## config.mk

```make
export PLATFORM = sky130hd
export DESIGN_NAME = rgb_pwm_fader_flat
export DESIGN_NICKNAME = d
export VERILOG_FILES = /design/src/rtl/rgb_pwm_fader_pkg.sv /design/src/rtl/rgb_pwm_fader_if.sv /design/src/rtl/rgb_pwm_fader_channel.sv /design/src/rtl/rgb_pwm_fader.sv /design/src/flat_wrapper.sv
export SDC_FILE = /design/constraint.sdc
export NUM_CORES = 1
export LEC_CHECK = 0
export ABC_CLOCK_PERIOD_IN_PS = 4830
export BUFFER_PORTS_ARGS = -buffer_cell sky130_fd_sc_hd__buf_4
export CAP_MARGIN = 20
export CORE_MARGIN = 5
export CORE_UTILIZATION = 25
export CTS_BUF_LIST = sky130_fd_sc_hd__clkbuf_8 sky130_fd_sc_hd__clkbuf_16
export DETAILED_ROUTE_END_ITERATION = 8
export GPL_ROUTABILITY_DRIVEN = 0
export PLACE_DENSITY = 0.44
export SYNTH_ARGS = -nofsm -noshare
export SYNTH_HDL_FRONTEND = slang
export SYNTH_SLANG_ARGS = --single-unit
```

## constraint.sdc

```tcl
create_clock -name clk_i -period 4.83 [get_ports clk_i]
set_clock_uncertainty 0.1 [all_clocks]
set_input_delay 1.2075 -clock clk_i [delete_from_list [all_inputs] [get_ports clk_i]]
set_output_delay 1.2075 -clock clk_i [all_outputs]
set_load 0.005 [all_outputs]
```

## src/rtl/rgb_pwm_fader_pkg.sv

```systemverilog
// Shared channel codes and handshake FSM encoding for the RGB PWM fader.
package rgb_pwm_pkg;

  localparam int NUM_CH = 3;

  typedef enum logic [1:0] {
    CH_GREEN = 2'd0,
    CH_RED   = 2'd1,
    CH_BLUE  = 2'd2,
    CH_ALL   = 2'd3
  } chan_e;

  typedef enum logic {
    ST_IDLE  = 1'b0,
    ST_WRITE = 1'b1
  } state_e;

endpackage

```

## src/rtl/rgb_pwm_fader_if.sv

```systemverilog
// Duty-write valid/ready port between the control logic and the RGB PWM fader.
interface rgb_pwm_fader_if #(
  parameter int PWM_BITS = 8
);
  logic                set_valid;
  logic                set_ready;
  logic [1:0]          set_chan;
  logic [PWM_BITS-1:0] set_duty;

  modport master (output set_valid, output set_chan, output set_duty, input set_ready);
  modport slave  (input set_valid, input set_chan, input set_duty, output set_ready);
endinterface

```

## src/rtl/rgb_pwm_fader_channel.sv

```systemverilog
// One fader channel: target/current/latched duty, optional square-law curve, PWM comparator.
// RGB_PWM_GAMMA_EN selects the square-law curve; the default build is linear.
module pwm_fade_channel #(
  parameter int PWM_BITS = 8
) (
  input  logic                clk_i,
  input  logic                rst_i,
  input  logic [PWM_BITS-1:0] pc_i,
  input  logic                wrap_i,
  input  logic                step_i,
  input  logic                wr_i,
  input  logic [PWM_BITS-1:0] duty_i,
  output logic                pwm_o,
  output logic                neq_o
);

  logic [PWM_BITS-1:0] tgt_q, tgt_d;
  logic [PWM_BITS-1:0] cur_q, cur_d;
  logic [PWM_BITS-1:0] eff_q, eff_d;
  logic [PWM_BITS-1:0] g;
  logic                pwm_q, pwm_d;

  always_comb begin
    tgt_d = wr_i ? duty_i : tgt_q;
    // Step compares against the pre-write target, so a coincident write waits for the next step.
    cur_d = cur_q;
    if (step_i) begin
      if (cur_q < tgt_q)      cur_d = cur_q + PWM_BITS'(1);
      else if (cur_q > tgt_q) cur_d = cur_q - PWM_BITS'(1);
    end
    eff_d = wrap_i ? cur_q : eff_q;
  end

`ifdef RGB_PWM_GAMMA_EN
  logic [2*PWM_BITS-1:0] sq;
  assign sq = {{PWM_BITS{1'b0}}, eff_q} * {{PWM_BITS{1'b0}}, eff_q};
  // Full scale stays full scale so the brightest setting is not dimmed by the curve.
  assign g  = (&eff_q) ? eff_q : sq[2*PWM_BITS-1:PWM_BITS];
`else
  assign g  = eff_q;
`endif

  assign pwm_d = (pc_i < g);

  always_ff @(posedge clk_i or posedge rst_i) begin
    if (rst_i) begin
      tgt_q <= '0;
      cur_q <= '0;
      eff_q <= '0;
      pwm_q <= 1'b0;
    end else begin
      tgt_q <= tgt_d;
      cur_q <= cur_d;
      eff_q <= eff_d;
      pwm_q <= pwm_d;
    end
  end

  assign pwm_o = pwm_q;
  assign neq_o = (cur_q != tgt_q);

endmodule

```

## src/rtl/rgb_pwm_fader.sv

```systemverilog
// Three-channel PWM/fade generator driving the RGB LED hard IP PWM inputs.
// Define RGB_PWM_GAMMA_EN for a square-law brightness curve in each channel.
module rgb_pwm_fader
  import rgb_pwm_pkg::*;
#(
  parameter int PWM_BITS = 8,
  parameter int PRESCALE = 188,
  parameter int STEP_DIV = 16
) (
  input  logic             clk_i,
  input  logic             rst_i,
  rgb_pwm_fader_if.slave   set_if,
  output logic             pwm_green_o,
  output logic             pwm_red_o,
  output logic             pwm_blue_o,
  output logic             busy_o
);

  localparam int PRE_W = (PRESCALE > 1) ? $clog2(PRESCALE) : 1;
  localparam int STP_W = (STEP_DIV > 1) ? $clog2(STEP_DIV) : 1;

  logic [PRE_W-1:0]    pre_q;
  logic [PWM_BITS-1:0] pc_q;
  logic [STP_W-1:0]    stp_q;
  logic                tick, wrap, step;

  assign tick = (pre_q == PRE_W'(PRESCALE - 1));
  assign wrap = tick && (&pc_q);
  assign step = wrap && (stp_q == STP_W'(STEP_DIV - 1));

  always_ff @(posedge clk_i or posedge rst_i) begin
    if (rst_i) begin
      pre_q <= '0;
      pc_q  <= '0;
      stp_q <= '0;
    end else begin
      pre_q <= tick ? '0 : pre_q + PRE_W'(1);
      if (tick) pc_q <= pc_q + PWM_BITS'(1);
      if (wrap) stp_q <= step ? '0 : stp_q + STP_W'(1);
    end
  end

  // Handshake FSM; ready is registered so it stays low through reset and rises one edge later.
  state_e              state_q, state_d;
  logic                rdy_q, rdy_d;
  logic                accept, wr_act;
  logic [1:0]          chan_q;
  logic [PWM_BITS-1:0] duty_q;

  assign accept = set_if.set_valid && rdy_q;

  always_ff @(posedge clk_i or posedge rst_i) begin
    if (rst_i) begin
      state_q <= ST_IDLE;
      rdy_q   <= 1'b0;
    end else begin
      state_q <= state_d;
      rdy_q   <= rdy_d;
    end
  end

  always_comb begin
    state_d = state_q;
    case (state_q)
      ST_IDLE:  if (accept) state_d = ST_WRITE;
      ST_WRITE: state_d = ST_IDLE;
      default:  state_d = ST_IDLE;
    endcase
  end

  always_comb begin
    rdy_d  = (state_d == ST_IDLE);
    wr_act = (state_q == ST_WRITE);
  end

  always_ff @(posedge clk_i or posedge rst_i) begin
    if (rst_i) begin
      chan_q <= '0;
      duty_q <= '0;
    end else if (accept) begin
      chan_q <= set_if.set_chan;
      duty_q <= set_if.set_duty;
    end
  end

  assign set_if.set_ready = rdy_q;

  logic [NUM_CH-1:0] wr_vec, pwm_vec, neq_vec;
  logic              busy_q;

  for (genvar i = 0; i < NUM_CH; i++) begin : g_ch
    assign wr_vec[i] = wr_act && (chan_q == CH_ALL || chan_q == 2'(i));

    pwm_fade_channel #(.PWM_BITS(PWM_BITS)) u_ch (
      .clk_i  (clk_i),
      .rst_i  (rst_i),
      .pc_i   (pc_q),
      .wrap_i (wrap),
      .step_i (step),
      .wr_i   (wr_vec[i]),
      .duty_i (duty_q),
      .pwm_o  (pwm_vec[i]),
      .neq_o  (neq_vec[i])
    );
  end

  always_ff @(posedge clk_i or posedge rst_i) begin
    if (rst_i) busy_q <= 1'b0;
    else       busy_q <= |neq_vec;
  end

  assign pwm_green_o = pwm_vec[CH_GREEN];
  assign pwm_red_o   = pwm_vec[CH_RED];
  assign pwm_blue_o  = pwm_vec[CH_BLUE];
  assign busy_o      = busy_q;

endmodule

```

## src/flat_wrapper.sv

```systemverilog
// flat-port wrapper written by rule: the top's interface ports become plain ports
module rgb_pwm_fader_flat import rgb_pwm_pkg::*;
#(
  parameter int PWM_BITS = 8,
  parameter int PRESCALE = 188,
  parameter int STEP_DIV = 16
)
  (clk_i, rst_i, pwm_green_o, pwm_red_o, pwm_blue_o, busy_o, set_if_set_valid, set_if_set_chan, set_if_set_duty, set_if_set_ready);
  rgb_pwm_fader_if #(.PWM_BITS(PWM_BITS)) set_if_i ();
  input  logic clk_i;
  input  logic rst_i;
  output logic pwm_green_o;
  output logic pwm_red_o;
  output logic pwm_blue_o;
  output logic busy_o;
  input wire logic [$bits(set_if_i.set_valid)-1:0] set_if_set_valid;
  input wire logic [$bits(set_if_i.set_chan)-1:0] set_if_set_chan;
  input wire logic [$bits(set_if_i.set_duty)-1:0] set_if_set_duty;
  output wire logic [$bits(set_if_i.set_ready)-1:0] set_if_set_ready;
  assign set_if_i.set_valid = set_if_set_valid;
  assign set_if_i.set_chan = set_if_set_chan;
  assign set_if_i.set_duty = set_if_set_duty;
  assign set_if_set_ready = set_if_i.set_ready;
  rgb_pwm_fader #(.PWM_BITS(PWM_BITS), .PRESCALE(PRESCALE), .STEP_DIV(STEP_DIV)) u_core (.clk_i(clk_i), .rst_i(rst_i), .set_if(set_if_i), .pwm_green_o(pwm_green_o), .pwm_red_o(pwm_red_o), .pwm_blue_o(pwm_blue_o), .busy_o(busy_o));
endmodule
```

Word-level counts from Yosys, hierarchy flattened
Index checks and enable logic that the tools add are counted.

Register bits after elaboration: 108. Bits of input ports: 13. Output and inout port bits: 5. Logic and storage cells: 76.

Add/subtract/negate cells: 9. $lt $le $gt $ge: 9. Eq/ne operators: 8. Multiplexer cells: 10. Bitwise logic cells: 2. Reduce and logical (&&, ||, !) cells: 18.

Operator list (number): 8-bit 2-to-1 mux (7); 8-bit < comparator (6); 8-bit by 1-bit adder with 8-bit output, second input constant (5); 8-bit > comparator (3); 8-bit inequality test (3); 8-bit by 1-bit subtractor with 8-bit output, second input constant (3); 8-bit equality test, second input constant (1); 8-bit AND reduction (1); 1-bit logical AND (6); 2-bit AND reduction (3); 2-bit nonzero test (3); 4-bit by 1-bit adder with 4-bit output, second input constant (1); 2-bit equality test, second input constant (2); 4-bit equality test, second input constant (1); 4-bit 2-to-1 mux (1); 1-bit logical OR (3); 3-bit OR reduction (1); 2-bit by 1-bit equality test with 1-bit output, second input constant (1); 2-bit logical NOT (1); 1-bit NOT (2); 1-bit case mux with 2 select lines (1); 1-bit 2-to-1 mux (1).

Longest topological paths before layout
Gate-level depths: netlist (run 1).

Depth in word-level cells: 4. Gate-level depth with buffers: 13. Mapped depth without buffers: 13.

By module
A second synthesis (run 1) with hierarchy kept.

Cells, all modules: 581. Area, all modules: 5972.0 um^2.

Modules (own cells, without submodules): pwm_fade_channel (instances 3, cells an instance 153, area each 1506.4 um^2, sequential area each 625.6 um^2); rgb_pwm_fader (instances 1, cells an instance 122, area each 1452.6 um^2, sequential area each 825.8 um^2).

Worst setup path after synthesis (run 1)
Ideal clock, no wire load.

Kind: register to register. Start point: register u_core.g_ch[0].u_ch.cur_q[1]. End point: register u_core.g_ch[0].u_ch.cur_q[6]. Library setup time: 0.125 ns. Arrival time: 2.527 ns. Required time: 4.605 ns. Path slack: 2.079 ns. Cell stages (with the launch flop): 12. Path buffers: 0. Period minus slack after synthesis: 2.751 ns. Path through: dfrtp_1 ha_1 a21oi_1 o21ai_0 a21o_1 fa_1 a21o_1 a21oi_1 o21bai_1 a21oi_1 xnor2_1 mux2_2.

Longest elaborated chain between the ends: 3. Elaborated cells between the ends (all ways): 8. Those cells by class: add/sub: 2; order compare: 2; mux: 2; reduce/logical: 2.

RTL lines: start, declared (RTL line rgb_pwm_fader_channel.sv:18) `logic [PWM_BITS-1:0] cur_q, cur_d;`; start signal, assigned (RTL line rgb_pwm_fader_channel.sv:53) `cur_q <= cur_d;`; 8-bit by 1-bit subtractor with 8-bit output (tied with other cells) (RTL line rgb_pwm_fader_channel.sv:29) `else if (cur_q > tgt_q) cur_d = cur_q - PWM_BITS'(1);`; 8-bit 2-to-1 mux or 2-bit nonzero test (tied branches); 8-bit 2-to-1 mux or 2-bit AND reduction (tied branches).

Several ways; a longest one is shown, not always the timed one. The select of a mux whose other input is x is not followed. A chain may end at the register's enable or synchronous reset.

Worst setup path in the final report (run 1)
Start point: register u_core.g_ch[1].u_ch.cur_q[1]. End point: register u_core.g_ch[1].u_ch.cur_q[7].

Longest elaborated chain between the ends: 3. Elaborated cells between the ends (all ways): 8. Those cells by class: add/sub: 2; order compare: 2; mux: 2; reduce/logical: 2.

RTL lines (RTL line): start, declared (rgb_pwm_fader_channel.sv:18); start signal, assigned (rgb_pwm_fader_channel.sv:53); 8-bit by 1-bit subtractor with 8-bit output (tied with other cells) (rgb_pwm_fader_channel.sv:29); 8-bit 2-to-1 mux or 2-bit nonzero test (tied branches); 8-bit 2-to-1 mux or 2-bit AND reduction (tied branches).

Several ways; a longest one is shown, not always the timed one. The select of a mux whose other input is x is not followed.

==> results.ini, run 1 <==
[outcome]
status=finished, final reports clean

[floorplanning]
core_area_mm2=0.0241
fp.dieArea_mm2=0.0275
fp.dieH_um=166
io-pin-count=18
rows=57
start_util=0.252
die_width_um=166

[global_route]
grt_pass1_vias=4173
grt_overflow_total=0
grt_max_degree=82
grt_pass1_wl_mm=21.4
antenna_found_initial=0
grtUsageTotal=0.0944

[timing]
layout_setup_ws_ns=1.76
finalSetupViolations=0
slew_headroom=0.540
finalCriticalPeriod_ns=3.07
rsz0062_at_grt=no
finalSetupTns_ns=0
max_freq_mhz=325
max_slew.worst_pin.slew_ns=0.685
finalHoldViolations=0
finalMaxSlewViolations=0
min_period_over_period=0.636

[clocking]
clkTransAtPathRegs_ns=0.08
clock_path_buffers=2
htreeDepth=3
numCtsBuffers=9
postCtsSetupBuffers=0
cts_tree=yes
clk-insertion-delay-late_ns=0.35
cts_resized=0
clock-root-buffer=clkbuf_16
clock-sinks=108
cts_hold_buf=0

[synthesis]
syn_area_mm2=0.00607
yosys.area.top_type_share=0.445
synth-xor-area-share=0.0505
synthTopCellsByCount=dfrtp_1, ha_1, inv_1, nand2_1, mux2_2
yosysSeqAreaShare=0.445
async_flop_share=1.00
synth_nets=639
yosysWarnings=0
synth_most_common_cell=dfrtp_1
ys_ff_latch=108
synth_cell_types=40
synthAdderAreaFrac=0.152
synthTopCellsByArea=dfrtp_1, ha_1, mux2_2
synthMuxAreaShare=0.114
synth_top_flop_cell=dfrtp_1
syn_area_per_cell_um2=11.0
synth-edff-count=0
synth-compound-area-share=0.0975
syn-instance-count=554
post_synth_and_or_nand_nor_area_fraction=0.0991
synth_top_cell_by_area=dfrtp_1
synth_top_family_by_area=adder cells

[power]
powerDensity_mw_per_mm2=322
vdd_drop_max_mv=0.171
clkPwrFrac=0.332
power_switching_mw=0.635
leakage_nw=3.38
p_int_mw=1.59
swShare=0.286
combinationalPowerShare=0.173
seqPwrFrac=0.495

[setup_path]
reg2reg_slack_ns=1.76
worstPathMaxFanout=8
end_kind=flip-flop
start_kind=flip-flop
cp_data_arrival_time_ns=3.24
critPathKind=flip-flop to flip-flop
required_ns=5.00

[detailed_routing]
drc=0
routed_wl_mm=12.5
drtAntennaViolNets=0
dr.first_iter.drc_count=190
num_vias=3947
route.detailed.wl_per_inst_um=13.8
vias_per_cell=4.35
firstDrtPassIters=5

[placement]
pre_cts_ws_ns=1.79
hpwlAfterDp_mm=9.37
io_buffers=17

[cells_and_area]
num-fill-cells=2546
layout.nets=663
final_layout_size_suffix_gt1_frac=0.182
insertedDiodeCount=0
syn2layout_area_growth_pct=13.8

[min_path]
min-delay-path-class=flip-flop to flip-flop

[run]
drv_cap=0

[logic make-up (layout without fill, tap and decap cells)]
group                      Yosys count  after routing
and+or+nand+nor                    112            112
DFF                                108            108
AOI/OAI and AO/OA                  104            104
adders and majority gates           72             72
buffers and inverters               63             92
muxes                               60             60
xor gates and xnor gates            35             35
[registers in the layout, summed over array words and instances, names as in the netlist]
name                     flops
u_core.chan_q                2
u_core.pc_q                  8
u_core.pre_q                 8
u_core.busy_o                1
u_core.g_ch.u_ch.cur_q      24
u_core.g_ch.u_ch.pwm_o       3
u_core.duty_q                8
u_core.stp_q                 4
u_core.set_if.set_ready      1
u_core.g_ch.u_ch.eff_q      24
u_core.g_ch.u_ch.tgt_q      24
u_core.state_q               1
[path summary, 6_finish.rpt]
path                                                      to  depth (start not counted)                         start
worst min-delay path                         u_core.stp_q[3]                          1               u_core.stp_q[3]
worst max register to register  u_core.g_ch[1].u_ch.cur_q[7]                         11  u_core.g_ch[1].u_ch.cur_q[1]
min in group asynchronous          u_core.g_ch[2].u_ch.pwm_o                          2                         rst_i
max in group asynchronous       u_core.g_ch[2].u_ch.tgt_q[1]                          4                         rst_i
worst max-delay path            u_core.g_ch[1].u_ch.cur_q[7]                         11  u_core.g_ch[1].u_ch.cur_q[1]
worst min register to register               u_core.stp_q[3]                          1               u_core.stp_q[3]
[layout by cell type (no fill, tap or decap), drive strengths merged, types with 5 or more instances in the layout]
| cell type | Yosys | routed |
|---|---|---|
| a21o | 15 | 15 |
| a21oi | 34 | 34 |
| and2 | 6 | 6 |
| buf | 4 | 21 |
| clkbuf | 4 | 10 |
| dfrtp | 108 | 108 |
| ha | 69 | 69 |
| inv | 55 | 58 |
| mux2 | 57 | 57 |
| nand2 | 55 | 55 |
| nand3 | 12 | 12 |
| nor2 | 16 | 16 |
| nor3 | 5 | 5 |
| o21ai | 40 | 40 |
| xnor2 | 20 | 20 |
| xor2 | 15 | 15 |
[critical path: stages, from the launching register on]
cell and delay, ns:
dfrtp_1 0.47, ha_1 0.33, a21oi_1 0.06, o21ai_0 0.23, a21o_1 0.37, ha_1 0.35
a21oi_1 0.16, nand2_1 0.11, a21boi_0 0.30, o211ai_1 0.15, mux2i_1 0.20, xor2_1 0.17
[layout make-up]
type	instances	area, um2	share of cell area
Multi-Input combinational cell	383	3120	0.451
Sequential cell	108	2700	0.391
Tap cell	324	405	0.0587
Clock buffer	10	239	0.0346
Inverter	55	209	0.0303
Timing Repair Buffer	21	178	0.0257
Clock inverter	6	55.1	0.00797
[metrics by stage]
stage           util  total power, mW  area (um2)  instances  hold slack (ns)
4_1_cts        0.285             2.27        6880        906            0.371
6_report       0.287             2.22        6910        907            0.372
5_1_grt        0.287             2.38        6910        907            0.402
2_1_floorplan      -             1.39        6070        554            0.331
3_3_place_gp   0.273             1.49        6590        890            0.354
3_5_place_dp   0.273             1.51        6590        890            0.356
[routing by layer]
layer	vias up	wire length, um	GRT usage	part of all wire
li1	1954	-	-	-
met1	1919	6420	0.129	0.51
met2	61	5550	0.151	0.44
met3	13	351	0.0231	0.028
met4	0	161	0.0240	0.013
met5	-	0	0	0
[power groups by stage]
stage / registers (mW) / clock network [mW] / logic, mW
floorplan: 1.08 / 0 / 0.310
global route: 1.12 / 0.811 / 0.454
finish: 1.10 / 0.737 / 0.384
detailed placement: 1.12 / 0 / 0.386
CTS: 1.10 / 0.775 / 0.389
global placement: 1.11 / 0 / 0.379
Note: power is estimated with default switching activity, not from simulation.
==> run 2: changes to the inputs <==
- ABC_CLOCK_PERIOD_IN_PS: 4830 -> 2510
- PLACE_DENSITY: 0.44 -> 0.45
- clock period: 4.83 -> 2.51 ns (I/O delays scaled with it)
==> run 2 against run 1 <==
  * The run now ends with negative setup slack left
  * Core utilization increased by 6.5 points
  * Setup slack worse by 2.0 ns
  * Wire length increased by 17%
  * Fmax rose by 13%
  * Largest cell class unchanged
==> results.ini, run 2 (synthesis results as in run 1) <==
[setup_path]
critical_path_depth=11
worstPathBufferInverterCount=0
critPathKind=flip-flop to flip-flop
rr_worst_depth=11
worstPathMaxFanout=4
start_kind=flip-flop
slowest_delay_ns=0.42
path_cells=ha_1, nand2_1, nor2_1, a21o_4, fa_2, a21o_1, a21oi_2, o21bai_1, a21oi_1, xnor2_1, mux2_4
path_delay_family=compound AO/OA/AOI/OAI gates
required_ns=2.66
slowest_stage=dfrtp_1
end_kind=flip-flop
cp_data_arrival_time_ns=2.87

[detailed_routing]
drc=0
routed_wl_mm=14.6
vias_per_cell=4.29
dr.first_iter.drc_count=127
num_vias=4337
route.detailed.wl_per_inst_um=14.4
firstDrtPassIters=4
drtAntennaViolNets=0

[floorplanning]
fp.dieH_um=166
core_area_mm2=0.0241
die_width_um=166
rows=57
start_util=0.252
io-pin-count=18
fp.dieArea_mm2=0.0275

[cells_and_area]
insertedDiodeCount=0
final_cell_mix=dfrtp_1, buf_4, nand2_1
final_common_cell=dfrtp_1
final_layout_size_suffix_gt1_frac=0.452
top_regs=u_core.g_ch.u_ch.cur_q: 24 flops, u_core.g_ch.u_ch.eff_q: 24 flops, u_core.g_ch.u_ch.tgt_q: 24 flops
layout.nets=768
multi_input_area_mm2=0.00379
regArea_mm2=0.00270
num-fill-cells=2443
syn2layout_area_growth_pct=39.5
fin_util=0.351

[clocking]
numCtsBuffers=9
htreeDepth=3
clock-sinks=108
cts_tree=yes
clkTransAtPathRegs_ns=0.08
clk-insertion-delay-late_ns=0.36
clock-root-buffer=clkbuf_16
clock_path_buffers=2

[power]
vdd_drop_max_mv=0.353
power_mw=4.87
power_switching_mw=1.44
swShare=0.295
clkPwrFrac=0.309
p_int_mw=3.43
seqPwrFrac=0.436
powerDensity_mw_per_mm2=575
combinationalPowerShare=0.255
leakage_nw=3.99

[global_route]
grt_max_degree=58
grt_pass1_vias=4544
antenna_found_initial=0
grtUsageTotal=0.106
grt_pass1_wl_mm=23.7
grt_overflow_total=0

[timing]
rsz0062_at_grt=yes
finalHoldViolations=0
layout_setup_ws_ns=-0.213
min_period_over_period=1.09
max_freq_mhz=367
slew_headroom=0.486
finalCriticalPeriod_ns=2.72
finalSetupViolations=10
finalMaxSlewViolations=0
max_slew.worst_pin.slew_ns=0.766
hold_ws_ns=0.176

[outcome]
violations=negative setup slack
status=complete, but fails checks

[min_path]
min-delay-path-class=input port to asynchronous set/reset pin

[run]
drv_cap=0

[placement]
hpwlAfterDp_mm=10.4
io_buffers=17

==> run 2: path summary, 6_finish.rpt <==
path	from	to	slack, ns
worst min register to register	u_core.stp_q[3]	u_core.stp_q[3]	0.37
worst max register to register	u_core.g_ch[2].u_ch.cur_q[4]	u_core.g_ch[2].u_ch.cur_q[6]	-0.21
max in group asynchronous	rst_i	u_core.g_ch[1].u_ch.eff_q[3]	1.46
min in group clk_i	u_core.stp_q[3]	u_core.stp_q[3]	0.37
worst min-delay path	rst_i	u_core.g_ch[2].u_ch.tgt_q[7]	0.18
worst max-delay path	u_core.g_ch[2].u_ch.cur_q[4]	u_core.g_ch[2].u_ch.cur_q[6]	-0.21
==> run 2: routing by layer <==
metal	up-vias	wire, um	global-route usage
met1	2117	6990	0.144
met5	-	0	0
met3	17	298	0.0162
li1	2167	-	-
met2	36	7010	0.171
met4	0	272	0.0380
==> run 2: worst reg2reg max path, cell delays in order (launching register included) <==
cell and delay (ns):
dfrtp_1 0.42, ha_1 0.30, nand2_1 0.11, nor2_1 0.07, a21o_4 0.25, fa_2 0.42
a21o_1 0.18, a21oi_2 0.16, o21bai_1 0.10, a21oi_1 0.16, xnor2_1 0.09, mux2_4 0.25
==> run 2: metrics by stage <==
step | area (um2) | setup slack (ns) | std cells | TNS (ns)
3_5_place_dp | 7280 | -0.304 | 971 | -1.92
4_1_cts | 8050 | -0.220 | 1006 | -1.24
5_1_grt | 8470 | -0.319 | 1012 | -2.06
2_1_floorplan | 6120 | -0.143 | 554 | -0.423
3_3_place_gp | 7280 | -0.243 | 971 | -1.50
6_report | 8470 | -0.213 | 1012 | -0.823
==> run 2: final cells by class <==
class	count	share of cell area
inverter	55	0.0248
multi-input combinational	383	0.448
clock buffer	9	0.0266
tap	324	0.0479
timing repair buffer	126	0.124
clock inverter	7	0.00961
sequential	108	0.319
==> run 2: timing repair <==
action | 4_1_cts | 5_1_grt
hold buffers | 0 | 0
setup buffers | 21 | 10
resized for setup | 63 | 78
endpoints found under the setup margin | 14 | 17
pin swaps | 35 | 30
==> run 2: power by group through the flow <==
stage,logic [mW],registers [mW],clock network [mW]
floorplan,0.601,2.09,0
global placement,0.842,2.15,0
detailed placement,0.871,2.15,0
CTS,0.996,2.11,1.57
global route,1.39,2.16,1.62
finish,1.24,2.13,1.50
